===== src/rtl/tpu_command_assembler_if.sv =====
// ============================================================================
// Module   : tpu_command_assembler_if
// Brief    : Byte-in / command-out bus between a byte source, the command
//            assembler and the TPU execute/busy handshake.
// Revision : 1.0  initial release
// ============================================================================
`default_nettype none
`timescale 1ns/1ps

interface tpu_command_assembler_if;
    logic        rx_valid;
    logic [7:0]  rx_data;
    logic        tpu_busy;
    logic        execute;
    logic [47:0] command;

    modport master (
        output rx_valid,
        output rx_data,
        output tpu_busy,
        input  execute,
        input  command
    );

    modport slave (
        input  rx_valid,
        input  rx_data,
        input  tpu_busy,
        output execute,
        output command
    );
endinterface

`default_nettype wire


===== src/rtl/tpu_command_assembler.sv =====
// ============================================================================
// Module   : tpu_command_assembler
// Brief    : FWFT byte FIFO feeding an opcode-driven command assembler that
//            issues complete TPU commands via execute/busy. Optional partial-
//            command timeout is enabled by defining COMMAND_TIMEOUT_EN.
// Revision : 1.0  initial release
// ============================================================================
`default_nettype none
`timescale 1ns/1ps

`ifndef TPU_CLEARSCREEN
`define TPU_CLEARSCREEN 8'h01
`endif
`ifndef TPU_PRINT
`define TPU_PRINT 8'h02
`endif
`ifndef TPU_LOCATE
`define TPU_LOCATE 8'h03
`endif
`ifndef TPU_SETATTR
`define TPU_SETATTR 8'h04
`endif
`ifndef TPU_SETMASK
`define TPU_SETMASK 8'h05
`endif
`ifndef TPU_FILLAREA
`define TPU_FILLAREA 8'h06
`endif

module tpu_command_assembler #(
    parameter int FIFO_AW = 4
`ifdef COMMAND_TIMEOUT_EN
    ,
    parameter int TIMEOUT_CYCLES = 100000
`endif
) (
    input  wire                   clk,
    input  wire                   reset,
    tpu_command_assembler_if.slave bus,
    output logic                  overflow,
    output logic                  bad_opcode,
    output logic                  timeout_drop,
    output logic [FIFO_AW:0]      fifo_level
);

    localparam int             DEPTH      = 2 ** FIFO_AW;
    localparam logic [FIFO_AW:0] FULL_LEVEL = (FIFO_AW + 1)'(DEPTH);

    typedef enum logic [2:0] {
        S_IDLE    = 3'd0,
        S_COLLECT = 3'd1,
        S_WAIT    = 3'd2,
        S_ISSUE   = 3'd3,
        S_GAP     = 3'd4
    } state_t;

    // Total command length including the opcode; 0 marks an unknown opcode.
    function automatic logic [2:0] cmd_length(input logic [7:0] op);
        case (op)
            `TPU_CLEARSCREEN: cmd_length = 3'd1;
            `TPU_PRINT:       cmd_length = 3'd2;
            `TPU_LOCATE:      cmd_length = 3'd3;
            `TPU_SETATTR:     cmd_length = 3'd3;
            `TPU_SETMASK:     cmd_length = 3'd4;
            `TPU_FILLAREA:    cmd_length = 3'd4;
            default:          cmd_length = 3'd0;
        endcase
    endfunction

    logic [7:0]         r_mem [DEPTH];
    logic [FIFO_AW-1:0] r_wr_ptr;
    logic [FIFO_AW-1:0] r_rd_ptr;
    logic [FIFO_AW:0]   r_level;
    logic               r_overflow;

    state_t             r_state;
    logic [47:0]        r_command;
    logic               r_execute;
    logic               r_bad_opcode;
    logic [2:0]         r_remaining;
    logic [2:0]         r_slot;

    logic               w_empty;
    logic               w_full;
    logic               w_push;
    logic               w_pop;
    logic [7:0]         w_head;
    logic [2:0]         w_len;

    assign w_empty = (r_level == '0);
    assign w_full  = (r_level == FULL_LEVEL);
    assign w_push  = bus.rx_valid && !w_full;
    assign w_pop   = !w_empty && ((r_state == S_IDLE) || (r_state == S_COLLECT));
    assign w_head  = r_mem[r_rd_ptr];
    assign w_len   = cmd_length(w_head);

    always_ff @(posedge clk) begin
        if (w_push) begin
            r_mem[r_wr_ptr] <= bus.rx_data;
        end
    end

    always_ff @(posedge clk) begin
        if (reset) begin
            r_wr_ptr   <= '0;
            r_rd_ptr   <= '0;
            r_level    <= '0;
            r_overflow <= 1'b0;
        end else begin
            if (w_push) begin
                r_wr_ptr <= r_wr_ptr + 1'b1;
            end
            if (w_pop) begin
                r_rd_ptr <= r_rd_ptr + 1'b1;
            end
            case ({w_push, w_pop})
                2'b10:   r_level <= r_level + 1'b1;
                2'b01:   r_level <= r_level - 1'b1;
                default: r_level <= r_level;
            endcase
            // A full FIFO rejects the byte even if a pop frees a slot this cycle.
            if (bus.rx_valid && w_full) begin
                r_overflow <= 1'b1;
            end
        end
    end

`ifdef COMMAND_TIMEOUT_EN
    localparam int TIMER_W = $clog2(TIMEOUT_CYCLES + 1);
    logic [TIMER_W-1:0] r_timer;
    logic               r_timeout_drop;
`endif

    always_ff @(posedge clk) begin
        if (reset) begin
            r_state      <= S_IDLE;
            r_command    <= '0;
            r_execute    <= 1'b0;
            r_bad_opcode <= 1'b0;
            r_remaining  <= '0;
            r_slot       <= '0;
`ifdef COMMAND_TIMEOUT_EN
            r_timer        <= '0;
            r_timeout_drop <= 1'b0;
`endif
        end else begin
            r_execute    <= 1'b0;
            r_bad_opcode <= 1'b0;
`ifdef COMMAND_TIMEOUT_EN
            r_timeout_drop <= 1'b0;
`endif
            case (r_state)
                S_IDLE: begin
`ifdef COMMAND_TIMEOUT_EN
                    r_timer <= '0;
`endif
                    if (!w_empty) begin
                        if (w_len == 3'd0) begin
                            r_bad_opcode <= 1'b1;
                        end else begin
                            r_command   <= {40'h0, w_head};
                            r_remaining <= w_len - 3'd1;
                            r_slot      <= 3'd1;
                            r_state     <= (w_len == 3'd1) ? S_WAIT : S_COLLECT;
                        end
                    end
                end
                S_COLLECT: begin
                    if (!w_empty) begin
                        r_command[{r_slot, 3'b000} +: 8] <= w_head;
                        r_slot      <= r_slot + 3'd1;
                        r_remaining <= r_remaining - 3'd1;
`ifdef COMMAND_TIMEOUT_EN
                        r_timer     <= '0;
`endif
                        if (r_remaining == 3'd1) begin
                            r_state <= S_WAIT;
                        end
                    end
`ifdef COMMAND_TIMEOUT_EN
                    else if (r_timer == TIMER_W'(TIMEOUT_CYCLES - 1)) begin
                        r_timer        <= '0;
                        r_timeout_drop <= 1'b1;
                        r_state        <= S_IDLE;
                    end else begin
                        r_timer <= r_timer + 1'b1;
                    end
`endif
                end
                S_WAIT: begin
                    if (!bus.tpu_busy) begin
                        r_execute <= 1'b1;
                        r_state   <= S_ISSUE;
                    end
                end
                S_ISSUE: begin
                    r_state <= S_GAP;
                end
                S_GAP: begin
                    r_state <= S_IDLE;
                end
                default: begin
                    r_state <= S_IDLE;
                end
            endcase
        end
    end

`ifdef COMMAND_TIMEOUT_EN
    assign timeout_drop = r_timeout_drop;
`else
    assign timeout_drop = 1'b0;
`endif

    assign bus.execute = r_execute;
    assign bus.command = r_command;
    assign overflow    = r_overflow;
    assign bad_opcode  = r_bad_opcode;
    assign fifo_level  = r_level;

endmodule

`default_nettype wire


===== src/flat_wrapper.sv =====
// flat-port wrapper written by rule: the top's interface ports become plain ports
module tpu_command_assembler_flat 
#(
    parameter int FIFO_AW = 4

)
  (clk, reset, overflow, bad_opcode, timeout_drop, fifo_level, bus_rx_valid, bus_rx_data, bus_tpu_busy, bus_execute, bus_command);
  tpu_command_assembler_if bus_i ();
  input  wire clk;
  input  wire reset;
  output logic overflow;
  output logic bad_opcode;
  output logic timeout_drop;
  output logic [FIFO_AW:0] fifo_level;
  input wire logic [$bits(bus_i.rx_valid)-1:0] bus_rx_valid;
  input wire logic [$bits(bus_i.rx_data)-1:0] bus_rx_data;
  input wire logic [$bits(bus_i.tpu_busy)-1:0] bus_tpu_busy;
  output wire logic [$bits(bus_i.execute)-1:0] bus_execute;
  output wire logic [$bits(bus_i.command)-1:0] bus_command;
  assign bus_i.rx_valid = bus_rx_valid;
  assign bus_i.rx_data = bus_rx_data;
  assign bus_i.tpu_busy = bus_tpu_busy;
  assign bus_execute = bus_i.execute;
  assign bus_command = bus_i.command;
  tpu_command_assembler #(.FIFO_AW(FIFO_AW)) u_core (.clk(clk), .reset(reset), .bus(bus_i), .overflow(overflow), .bad_opcode(bad_opcode), .timeout_drop(timeout_drop), .fifo_level(fifo_level));
endmodule

===== config.mk =====
export PLATFORM = sky130hd
export DESIGN_NAME = tpu_command_assembler_flat
export DESIGN_NICKNAME = d
export VERILOG_FILES = /design/src/rtl/tpu_command_assembler_if.sv /design/src/rtl/tpu_command_assembler.sv /design/src/flat_wrapper.sv
export SDC_FILE = /design/constraint.sdc
export NUM_CORES = 1
export LEC_CHECK = 0
export ABC_AREA = 1
export CORE_UTILIZATION = 50
export DETAILED_ROUTE_END_ITERATION = 8
export PLACE_DENSITY_LB_ADDON = 0.2
export SLEW_MARGIN = 20
export SYNTH_ARGS = -nofsm -noshare
export SYNTH_HDL_FRONTEND = slang
export SYNTH_SLANG_ARGS = --single-unit

===== constraint.sdc =====
create_clock -name clk -period 7.04 [get_ports clk]
set_input_delay 1.76 -clock clk [delete_from_list [all_inputs] [get_ports clk]]
set_output_delay 1.76 -clock clk [all_outputs]
set_load 0.01 [all_outputs]

==> results_dict.tcl <==
set metrics [dict create \
    status "finished, final reports clean" \
    via_per_inst 5.186 \
    hold_path_class "reg -> reg" \
    grt_pass1_wl_um 32530 \
    period_share 0.5694 \
    synth_nets 999 \
    p_per_area_nw_per_um2 346.0 \
    skew_ns 0.01590 \
    core-area_um2 17420 \
    synth-edff-count 128 \
    worst-path-buf-inv 3 \
    start_util 0.5145 \
    post-dp-hpwl_um 13130 \
    placed_cells 1226 \
    cts_hold_buf 0 \
    cts_resized 0 \
    worstSkewPairLatency_ns 0.51 \
    clk_pin_slew_worst_paths_ns 0.06 \
    track_usage 0.2287 \
    ys_ff_latch 205 \
    finalMaxSlewViolations 0 \
    seq_area_frac_synth 0.6009 \
    fin_crit_ns 4.009 \
    die-area_um2 18460 \
    gp_congestion 0.8675 \
    drc 0 \
    io_pins 69 \
    htree_levels 1 \
    cp_top_family "simple AND/OR/NAND/NOR gates" \
    tightest_slew_ns 0.9644 \
    antenna_left 0 \
    rrSetupSlack_ns 3.03 \
    path_common_cell "nand2_1" \
    postSynthAreaPerCell_um2 9.248 \
    synth_largest_area_cell "edfxtp_1" \
    yosys_most_used_dff "edfxtp_1" \
    hold_ws_ns 0.4628 \
    hold_viol 0 \
    vias 6565 \
    path_class "reg -> reg" \
    drv_cap 0 \
    firstDrtPassIters 6 \
    root_buffer "clkbuf_16" \
    port_buffers 67 \
    grt_max_degree 69 \
    nets 1055 \
    synth-warning-count 0 \
    grt_pass1_vias 6076 \
    ys_top_cells_by_area "edfxtp_1, dfxtp_1, nand2_1, inv_1, nand3_1" \
    clock_path_buffers 3 \
    fin_util 0.5991 \
    yosysTopAreaCellShare 0.4289 \
    grt_overflow 0 \
    slowest_stage "inv_2" \
    hold_depth 2 \
    netlist_instances 969 \
    layout_common_cells "nand2_1, edfxtp_1, inv_1" \
    worst_path_largest_cell_delay_ns 0.40 \
    die_x_um 135.9 \
    fillers 1499 \
    areaGrowthSynthToFinish_pct 16.45 \
    antenna_found_initial 0 \
    cp_max_fo 40 \
    avgRoutedWirePerCell_um 16.13 \
    worstSetupEndpointType "register" \
    dieHeight_um 135.9 \
    cp.arrival_ns 4.44 \
    cts.sinks 205 \
    layout_commonest_cell "nand2_1" \
    path_cells "buf_4 > inv_2 > nand3_1 > nand3_1 > nand3_1 > nand2_1 > nor2_1 > nand3_1 > nand2_1 > nand2_1 > ha_1 > ha_1 > nand2_1 > nand2_4 > inv_2 > nand2_1 > nor2_1 > nand2_1 > a21oi_1" \
    ys_types 40 \
    drive_gt1_frac 0.06436 \
    final_cells 1266 \
    antennaDiodeCount 0 \
    reg2reg_depth 19 \
    rsz0062_at_grt "no" \
    whs_endpoint "u_core.bus.command[43]" \
    finalSetupViolCount 0 \
    cp-start-kind "register" \
    fp-row-count 48 \
    required_ns 7.47 \
    max_slew_margin 0.3547 \
    max_clock_freq_mhz 249.5 \
    cts_made_buffers 22 \
    drtIter0Drc 421 \
    cts_tree "built" \
    cellLeakagePower_nw 4.124 \
    async_flop_share 0 \
    cts_setup_buffers 0 \
    min-delay-start "u_core.bus.command[43]" \
    netlist_area_um2 8961 \
    reg2reg_to "u_core.bus.command[31]" \
    final.setup.tns_ns 0 \
    routed_wl_um 20430 \
    vdd_ir_drop_max_mv 0.2294 \
]
==> report_power, final <==
group / total, mW / leakage, nW / internal (mW) / switching (mW)
Sequential: 1.40 / 1.78 / 1.35 / 0.0524
Clock: 1.17 / 0.359 / 0.705 / 0.468
Combinational: 1.04 / 1.98 / 0.318 / 0.718
Total: 3.61 / 4.12 / 2.37 / 1.24
==> logic make-up after synthesis <==
kind of cell	Yosys count	share of synthesized area
buf+inv	169	0.08112
other cells	1	0.0004185
fa+ha+maj	18	0.02597
flops	205	0.6010
simple gates	460	0.2171
compound gates	114	0.07247
xor+xnor	2	0.001955
==> state kept, by name, summed over array words and instances, names as in the netlist, 3 cells and up, named ones only <==
name	cells
u_core.r_mem	128
u_core.bus.command	48
u_core.fifo_level	5
u_core.r_rd_ptr	4
u_core.r_wr_ptr	4
u_core.r_remaining	3
u_core.r_slot	3
u_core.r_state	3
==> routing by layer <==
metal	vias up	global-route usage	routed length [µm]
met2	207	0.3688	9583
met1	3039	0.3236	9274
li1	3282	-	-
met5	-	0	0
met3	37	0.03095	1103
met4	0	0.06358	464
==> layout make-up <==
type                       count  area [µm²]  area share
clock buffer                  27       589.3     0.05647
multi-input combinational    595        2849      0.2730
inverter                     131       494.2     0.04736
clock inverter                13       146.4     0.01403
timing repair buffer          70       688.2     0.06595
tap                          225       281.5     0.02698
sequential                   205        5386      0.5162
==> how the worst max path moves through the flow <==
stage / startpoint / endpoint / slack (ns) / cells after the start
2_1_floorplan: bus_rx_valid / u_core.fifo_level[4] / 3.81 / 11
3_3_place_gp: register / u_core.bus.command[31] / 3.14 / 19
3_5_place_dp: register / u_core.bus.command[30] / 3.06 / 19
4_1_cts: register / u_core.bus.command[30] / 3.03 / 19
5_1_grt: register / u_core.bus.command[31] / 2.49 / 20
6_report: register / u_core.bus.command[31] / 3.03 / 19
==> worst reg2reg max path, delay by kind of cell, from the launching register on <==
family                   cells  cell delay [ns]
adder cells (fa/ha/maj)      2             0.41
AO/OA/AOI/OAI                1             0.15
AND/OR/NAND/NOR             13             2.12
flip-flops                   1             0.31
buffers and inverters        3             0.95
==> Yosys cell counts (4+ instances only) <==
library cell and n:
o21ai_0 30, buf_2 15, buf_6 6, edfxtp_1 128
clkbuf_1 9, nand2_1 288, a211oi_1 6, a21oi_1 66
nor3_1 5, inv_2 8, buf_4 7, ha_1 17
dfxtp_1 77, nor2_1 59, inv_1 122, nand3_1 86
nand4_1 4
==> metrics by stage <==
stage | total power [mW] | cell area, µm² | setup slack, ns
floorplan | 2.178 | 8961 | 3.815
global placement | 2.449 | 9699 | 3.136
detailed placement | 2.458 | 9699 | 3.056
CTS | 3.624 | 10440 | 3.035
global route | 3.803 | 10440 | 2.486
finish | 3.610 | 10440 | 3.031
(Power assumes the default switching activity.)
